[config.mk]
export PLATFORM = sky130hd
export DESIGN_NAME = mips_multicycle_ctrl_flat
export DESIGN_NICKNAME = d
export VERILOG_FILES = /design/src/rtl/mips_multicycle_ctrl_if.sv /design/src/rtl/mips_multicycle_ctrl.sv /design/src/flat_wrapper.sv
export SDC_FILE = /design/constraint.sdc
export NUM_CORES = 1
export LEC_CHECK = 0
export BUFFER_PORTS_ARGS = -buffer_cell sky130_fd_sc_hd__buf_2
export CAP_MARGIN = 20
export CORE_MARGIN = 4
export CORE_UTILIZATION = 47
export CTS_CLUSTER_DIAMETER = 200
export DETAILED_ROUTE_END_ITERATION = 10
export GPL_ROUTABILITY_DRIVEN = 0
export MAX_ROUTING_LAYER = met4
export PLACE_DENSITY_LB_ADDON = 0.25
export SYNTH_ARGS = -nofsm -noshare
export SYNTH_HDL_FRONTEND = slang
export SYNTH_SLANG_ARGS = --single-unit
[constraint.sdc]
create_clock -name clk -period 1.7 [get_ports clk]
set_input_delay 0.51 -clock clk [delete_from_list [all_inputs] [get_ports clk]]
set_output_delay 0.51 -clock clk [all_outputs]
set_load 0.1 [all_outputs]
[src/rtl/mips_multicycle_ctrl_if.sv]
// ---------------------------------------------------------------------------
// mips_multicycle_ctrl_if
//   Memory handshake bundle between the multi-cycle controller and the
//   instruction/data memories.
//
//   Handshake: a request (imem_req / dmem_req) is held high continuously
//   until the matching ready is sampled high on a rising clock edge, or
//   until the controller gives up and traps. A transfer completes on the
//   edge where req and ready are both high. dmem_we qualifies dmem_req
//   (1 = write) and is meaningful only while dmem_req is high.
//
//   Signals
//     imem_req   controller -> imem   fetch request
//     imem_ready imem -> controller   instruction word valid this cycle
//     dmem_req   controller -> dmem   data access request
//     dmem_we    controller -> dmem   data access is a write
//     dmem_ready dmem -> controller   data access completes this cycle
// ---------------------------------------------------------------------------
interface mips_multicycle_ctrl_if;
    logic imem_req;
    logic imem_ready;
    logic dmem_req;
    logic dmem_we;
    logic dmem_ready;

    modport master (
        output imem_req,
        output dmem_req,
        output dmem_we,
        input  imem_ready,
        input  dmem_ready
    );

    modport slave (
        input  imem_req,
        input  dmem_req,
        input  dmem_we,
        output imem_ready,
        output dmem_ready
    );
endinterface

[src/rtl/mips_multicycle_ctrl.sv]
// ---------------------------------------------------------------------------
// mips_multicycle_ctrl
//   Multi-cycle MIPS control FSM (R-type, lw, sw, beq). Sequences one
//   instruction at a time, drives every datapath enable and mux select,
//   handshakes with both memories, traps on illegal opcodes and memory
//   timeouts, and counts retired instructions.
//
//   Ports
//     clk, rst      clock (rising edge), asynchronous active-low reset
//     run           1 = execute, 0 = stop at the next instruction boundary
//     opcode, zero  Inst[31:26] and the ALU zero flag
//     mem           memory handshake bundle (master side)
//     ir_we .. alu_op  datapath enables and selects
//     halt, cause   trap indication and its reason
//     retired       retired-instruction count (wraps)
//     dbg_state     current FSM state encoding
//
//   Outputs are decoded from the registered state; ir_we/pc_we in FETCH are
//   additionally qualified by imem_ready, and pc_we in EXEC_BR by zero.
// ---------------------------------------------------------------------------
module mips_multicycle_ctrl #(
    parameter int CNT_W   = 32,
    parameter int TIMEOUT = 16
) (
    input  logic                 clk,
    input  logic                 rst,
    input  logic                 run,
    input  logic [5:0]           opcode,
    input  logic                 zero,
    mips_multicycle_ctrl_if.master mem,
    output logic                 ir_we,
    output logic                 pc_we,
    output logic                 pc_src,
    output logic                 rf_we,
    output logic                 reg_dst,
    output logic                 mem_to_reg,
    output logic                 alu_src,
    output logic [1:0]           alu_op,
    output logic                 halt,
    output logic [1:0]           cause,
    output logic [CNT_W-1:0]     retired,
    output logic [3:0]           dbg_state
);

    typedef enum logic [3:0] {
        S_IDLE      = 4'd0,
        S_FETCH     = 4'd1,
        S_DECODE    = 4'd2,
        S_EXEC_R    = 4'd3,
        S_EXEC_ADDR = 4'd4,
        S_EXEC_BR   = 4'd5,
        S_MEM       = 4'd6,
        S_WB_R      = 4'd7,
        S_WB_LD     = 4'd8,
        S_TRAP      = 4'd9
    } state_t;

    localparam logic [5:0] OP_RTYPE = 6'b000000;
    localparam logic [5:0] OP_LW    = 6'b100011;
    localparam logic [5:0] OP_SW    = 6'b101011;
    localparam logic [5:0] OP_BEQ   = 6'b000100;

    localparam logic [1:0] CAUSE_ILLEGAL = 2'b01;
    localparam logic [1:0] CAUSE_IMEM_TO = 2'b10;
    localparam logic [1:0] CAUSE_DMEM_TO = 2'b11;

    localparam int WAIT_W = $clog2(TIMEOUT + 1);
    // Value of the wait counter during the TIMEOUT-th consecutive
    // not-ready cycle; a not-ready cycle seen at this count traps.
    localparam logic [WAIT_W-1:0] WAIT_LAST = WAIT_W'(TIMEOUT - 1);

    state_t             state_q,   state_d;
    logic [WAIT_W-1:0]  wait_q,    wait_d;
    logic               is_sw_q,   is_sw_d;
    logic [1:0]         cause_q,   cause_d;
    logic [CNT_W-1:0]   retired_q, retired_d;

    logic imem_req;
    logic dmem_req;
    logic dmem_we;
    logic retire;

    always_ff @(posedge clk or negedge rst) begin
        if (!rst) begin
            state_q   <= S_IDLE;
            wait_q    <= '0;
            is_sw_q   <= 1'b0;
            cause_q   <= 2'b00;
            retired_q <= '0;
        end else begin
            state_q   <= state_d;
            wait_q    <= wait_d;
            is_sw_q   <= is_sw_d;
            cause_q   <= cause_d;
            retired_q <= retired_d;
        end
    end

    always_comb begin
        state_d    = state_q;
        // The wait counter is zero in every state except while a memory
        // wait is in progress, so entering FETCH or MEM always starts at 0.
        wait_d     = '0;
        is_sw_d    = is_sw_q;
        cause_d    = cause_q;
        retired_d  = retired_q;
        retire     = 1'b0;
        imem_req   = 1'b0;
        dmem_req   = 1'b0;
        dmem_we    = 1'b0;
        ir_we      = 1'b0;
        pc_we      = 1'b0;
        pc_src     = 1'b0;
        rf_we      = 1'b0;
        reg_dst    = 1'b0;
        mem_to_reg = 1'b0;
        alu_src    = 1'b0;
        alu_op     = 2'b00;
        halt       = 1'b0;

        case (state_q)
            S_IDLE: begin
                if (run) state_d = S_FETCH;
            end

            S_FETCH: begin
                imem_req = 1'b1;
                // Ready is tested before the timeout so a ready arriving on
                // the last allowed cycle still completes the fetch.
                if (mem.imem_ready) begin
                    ir_we   = 1'b1;
                    pc_we   = 1'b1;
                    state_d = S_DECODE;
                end else if (wait_q == WAIT_LAST) begin
                    cause_d = CAUSE_IMEM_TO;
                    state_d = S_TRAP;
                end else begin
                    wait_d = wait_q + 1'b1;
                end
            end

            S_DECODE: begin
                is_sw_d = (opcode == OP_SW);
                case (opcode)
                    OP_RTYPE:     state_d = S_EXEC_R;
                    OP_LW, OP_SW: state_d = S_EXEC_ADDR;
                    OP_BEQ:       state_d = S_EXEC_BR;
                    default: begin
                        cause_d = CAUSE_ILLEGAL;
                        state_d = S_TRAP;
                    end
                endcase
            end

            S_EXEC_R: begin
                alu_op  = 2'b10;
                state_d = S_WB_R;
            end

            S_WB_R: begin
                rf_we   = 1'b1;
                reg_dst = 1'b1;
                retire  = 1'b1;
            end

            S_EXEC_ADDR: begin
                alu_src = 1'b1;
                state_d = S_MEM;
            end

            S_MEM: begin
                dmem_req = 1'b1;
                dmem_we  = is_sw_q;
                if (mem.dmem_ready) begin
                    if (is_sw_q) retire = 1'b1;
                    else         state_d = S_WB_LD;
                end else if (wait_q == WAIT_LAST) begin
                    cause_d = CAUSE_DMEM_TO;
                    state_d = S_TRAP;
                end else begin
                    wait_d = wait_q + 1'b1;
                end
            end

            S_WB_LD: begin
                rf_we      = 1'b1;
                mem_to_reg = 1'b1;
                retire     = 1'b1;
            end

            S_EXEC_BR: begin
                alu_op = 2'b01;
                pc_src = 1'b1;
                pc_we  = zero;
                retire = 1'b1;
            end

            S_TRAP: begin
                halt = 1'b1;
            end

            default: state_d = S_IDLE;
        endcase

        // run is only honoured at an instruction boundary.
        if (retire) begin
            retired_d = retired_q + 1'b1;
            state_d   = run ? S_FETCH : S_IDLE;
        end
    end

    assign mem.imem_req = imem_req;
    assign mem.dmem_req = dmem_req;
    assign mem.dmem_we  = dmem_we;
    assign cause        = cause_q;
    assign retired      = retired_q;
    assign dbg_state    = state_q;

endmodule

[src/flat_wrapper.sv]
// flat-port wrapper written by rule: the top's interface ports become plain ports
module mips_multicycle_ctrl_flat 
#(
    parameter int CNT_W   = 32,
    parameter int TIMEOUT = 16
)
  (clk, rst, run, opcode, zero, ir_we, pc_we, pc_src, rf_we, reg_dst, mem_to_reg, alu_src, alu_op, halt, cause, retired, dbg_state, mem_imem_req, mem_dmem_req, mem_dmem_we, mem_imem_ready, mem_dmem_ready);
  mips_multicycle_ctrl_if mem_i ();
  input  logic clk;
  input  logic rst;
  input  logic run;
  input  logic [5:0] opcode;
  input  logic zero;
  output logic ir_we;
  output logic pc_we;
  output logic pc_src;
  output logic rf_we;
  output logic reg_dst;
  output logic mem_to_reg;
  output logic alu_src;
  output logic [1:0] alu_op;
  output logic halt;
  output logic [1:0] cause;
  output logic [CNT_W-1:0] retired;
  output logic [3:0] dbg_state;
  output wire logic [$bits(mem_i.imem_req)-1:0] mem_imem_req;
  output wire logic [$bits(mem_i.dmem_req)-1:0] mem_dmem_req;
  output wire logic [$bits(mem_i.dmem_we)-1:0] mem_dmem_we;
  input wire logic [$bits(mem_i.imem_ready)-1:0] mem_imem_ready;
  input wire logic [$bits(mem_i.dmem_ready)-1:0] mem_dmem_ready;
  assign mem_imem_req = mem_i.imem_req;
  assign mem_dmem_req = mem_i.dmem_req;
  assign mem_dmem_we = mem_i.dmem_we;
  assign mem_i.imem_ready = mem_imem_ready;
  assign mem_i.dmem_ready = mem_dmem_ready;
  mips_multicycle_ctrl #(.CNT_W(CNT_W), .TIMEOUT(TIMEOUT)) u_core (.clk(clk), .rst(rst), .run(run), .opcode(opcode), .zero(zero), .mem(mem_i), .ir_we(ir_we), .pc_we(pc_we), .pc_src(pc_src), .rf_we(rf_we), .reg_dst(reg_dst), .mem_to_reg(mem_to_reg), .alu_src(alu_src), .alu_op(alu_op), .halt(halt), .cause(cause), .retired(retired), .dbg_state(dbg_state));
endmodule
==> results.cfg <==
[grt]
grt_usage = 0.277
grt_max_degree = 28
gr-total-overflow = 0
antenna_found_initial = 0
grt_pass1_wl_um = 12700
grt_pass1_vias = 2557

[min_path]
worstHoldPathType = in2async

[cts]
cts_sinks = 44
clock_path_buffers = 2
cts_tree = built
clk_pin_slew_worst_paths_ns = 0.10
cts_hold_buf = 0
clk_latency_ns = 0.32
htree_num_levels = 2
cts-buffers-inserted = 5
cts_root_buffer = clkbuf_8

[die]
die-height_um = 77.6
coreArea_um2 = 4690
rows = 25
start_util = 0.485
die_w_um = 77.6
dieArea_um2 = 6020
io_pins = 63

[route]
via_count = 2470
wl_per_cell_um = 22.5
drcViolationCount = 0
drtAntennaViolNets = 0
drt_iter0_drc = 334
drt_pre_antenna_iters = 5
via_per_inst = 5.95
wirelength_um = 9340

[sta]
relSlewSlack = 0.652
timing.final.ws_setup_ns = -0.578
fmaxAchievable_mhz = 439
setup-violations-final = 60
hold_viol_final = 0
drv_slew = 0
rsz0062_at_grt = yes
min_period_ns = 2.28
clock_skew_ns = 0.0194
period_share = 1.34
tightestPinTransition_ns = 0.518

[setup_path]
r2r_slack_ns = -0.52
critical_path_class = reg2out
cp-end-kind = output pin
startpoint_type = flop
critical_path.max_fanout = 3
cp.arrival_ns = 1.77
required_ns = 1.19

[status]
status = finished, violations left
violations = setup timing

[placed_design]
post-dp-hpwl_um = 4780
portBuffers = 62
place_ws_ns = -0.304
postPlaceCellArea_um2 = 3620

[final_layout]
post-route-util = 0.907
nNetsFinal = 374
layout_common_cells = 55 x buf_4, 28 x buf_2, 27 x buf_12
mostFrequentLayoutCell = buf_4
drive_gt1_frac = 0.629
area_growth_pct = 87.0
antennaDiodeCount = 0
finalInstanceArea_um2 = 4250

[logic_synthesis]
netlist.area_leader.share = 0.484
synth_area_um2 = 2270
synth-edff-count = 0
yosys.area.top_type = dfrtp_1
synth.area.top_cells = dfrtp_1 48%, xor2_1 8.5%, xnor2_1 4.2%
yosys_warnings = 0
synth-main-ff-cell = dfrtp_1
ys_ff_latch = 44
synth_area_per_cell_um2 = 9.98
synth-seq-area-share = 0.484
async_flop_share = 1.00
synth_cell_types = 45
syn_inst = 228
synth_nets = 242

[pwr]
p_leak_nw = 2.08
peakVddDrop_mv = 1.64
power_density_nw_per_um2 = 1640

[job]
maxCapViolCount = 0
==> Yosys cell counts (3+ instances only) <==
cell type  number
dfrtp_1        44
nor2_1         23
nand2_1        22
xor2_1         22
nand3_1        12
nor3_1         12
xnor2_1        11
inv_1          10
nand4_1         8
nor3_2          6
o21ai_0         6
a21oi_1         5
nand2b_1        4
nor4_1          4
a21o_1          3
clkbuf_1        3
==> final timing paths <==
check / startpoint / to / cells after the start
worst max-delay path: u_core.dbg_state[2]$_DFFE_PN0P_ / rf_we / 4
worst min-delay path: rst / u_core.retired[26]$_DFFE_PN0P_ / 1
worst max register to register: u_core.dbg_state[1]$_DFFE_PN0P_ / u_core.dbg_state[2]$_DFFE_PN0P_ / 8
worst min register to register: u_core.retired[31]$_DFFE_PN0P_ / u_core.retired[31]$_DFFE_PN0P_ / 1
max in group asynchronous: rst / u_core.retired[6]$_DFFE_PN0P_ / 2
min in group clk: u_core.retired[31]$_DFFE_PN0P_ / u_core.retired[31]$_DFFE_PN0P_ / 1
==> per-layer routing <==
metal | GRT usage | vias up | wire, um
met5 | - | - | 0
met4 | 0.125 | 0 | 456
li1 | - | 1072 | -
met1 | 0.304 | 1219 | 3350
met2 | 0.489 | 139 | 4940
met3 | 0.0522 | 40 | 595
==> stage by stage <==
| step | hold WS (ns) | instances | setup TNS [ns] | total power, mW |
|---|---|---|---|---|
| detailed placement | 0.464 | 383 | -9.32 | 5.33 |
| global placement | 0.456 | 383 | -7.23 | 5.27 |
| global route | 0.155 | 415 | -25.07 | 7.17 |
| floorplan | 0.214 | 228 | -26.28 | 3.90 |
| CTS | 0.146 | 406 | -17.30 | 6.52 |
| finish | 0.125 | 415 | -22.02 | 6.99 |
==> layout make-up <==
class | instances | area (um^2)
sequential | 44 | 1150
inverter | 10 | 45.0
clock buffer | 6 | 82.6
clock inverter | 2 | 38.8
tap | 54 | 67.6
fill | 171 | 438
timing repair buffer | 131 | 1310
multi-input combinational | 168 | 1560
==> critical path, cell delays in order, from the launching register on <==
cell     delay, ns
dfrtp_4       0.51
or4b_4        0.55
buf_12        0.15
o21ai_4       0.06
buf_12        0.19
==> registers in the layout (all words and copies together), names as in the netlist <==
name and flops:
u_core.cause 2, u_core.retired 32, u_core.is_sw_q 1, u_core.wait_q 5, u_core.dbg_state 4
==> what timing repair did <==
item | CTS | global route
pin swaps | 25 | 21
buffers inserted | 15 | 11
setup endpoints to repair | 62 | 68
gates resized for setup | 42 | 36
==> power by group <==
| part | internal [mW] | switching [mW] | leakage (nW) |
|---|---|---|---|
| logic | 1.85 | 2.81 | 1.48 |
| registers | 1.22 | 0.209 | 0.540 |
| clock network | 0.481 | 0.409 | 0.0614 |
| total | 3.56 | 3.43 | 2.08 |
==> cell families after synthesis <==
group | count (synthesis) | synth area share
AOI/OAI and AO/OA | 26 | 0.0781
muxes | 1 | 0.00495
xor gates and xnor gates | 33 | 0.127
DFF | 44 | 0.484
buffers and inverters | 16 | 0.0319
and+or+nand+nor | 106 | 0.263
adders and majority gates | 2 | 0.0110
Note: power is estimated with default switching activity, not from simulation.
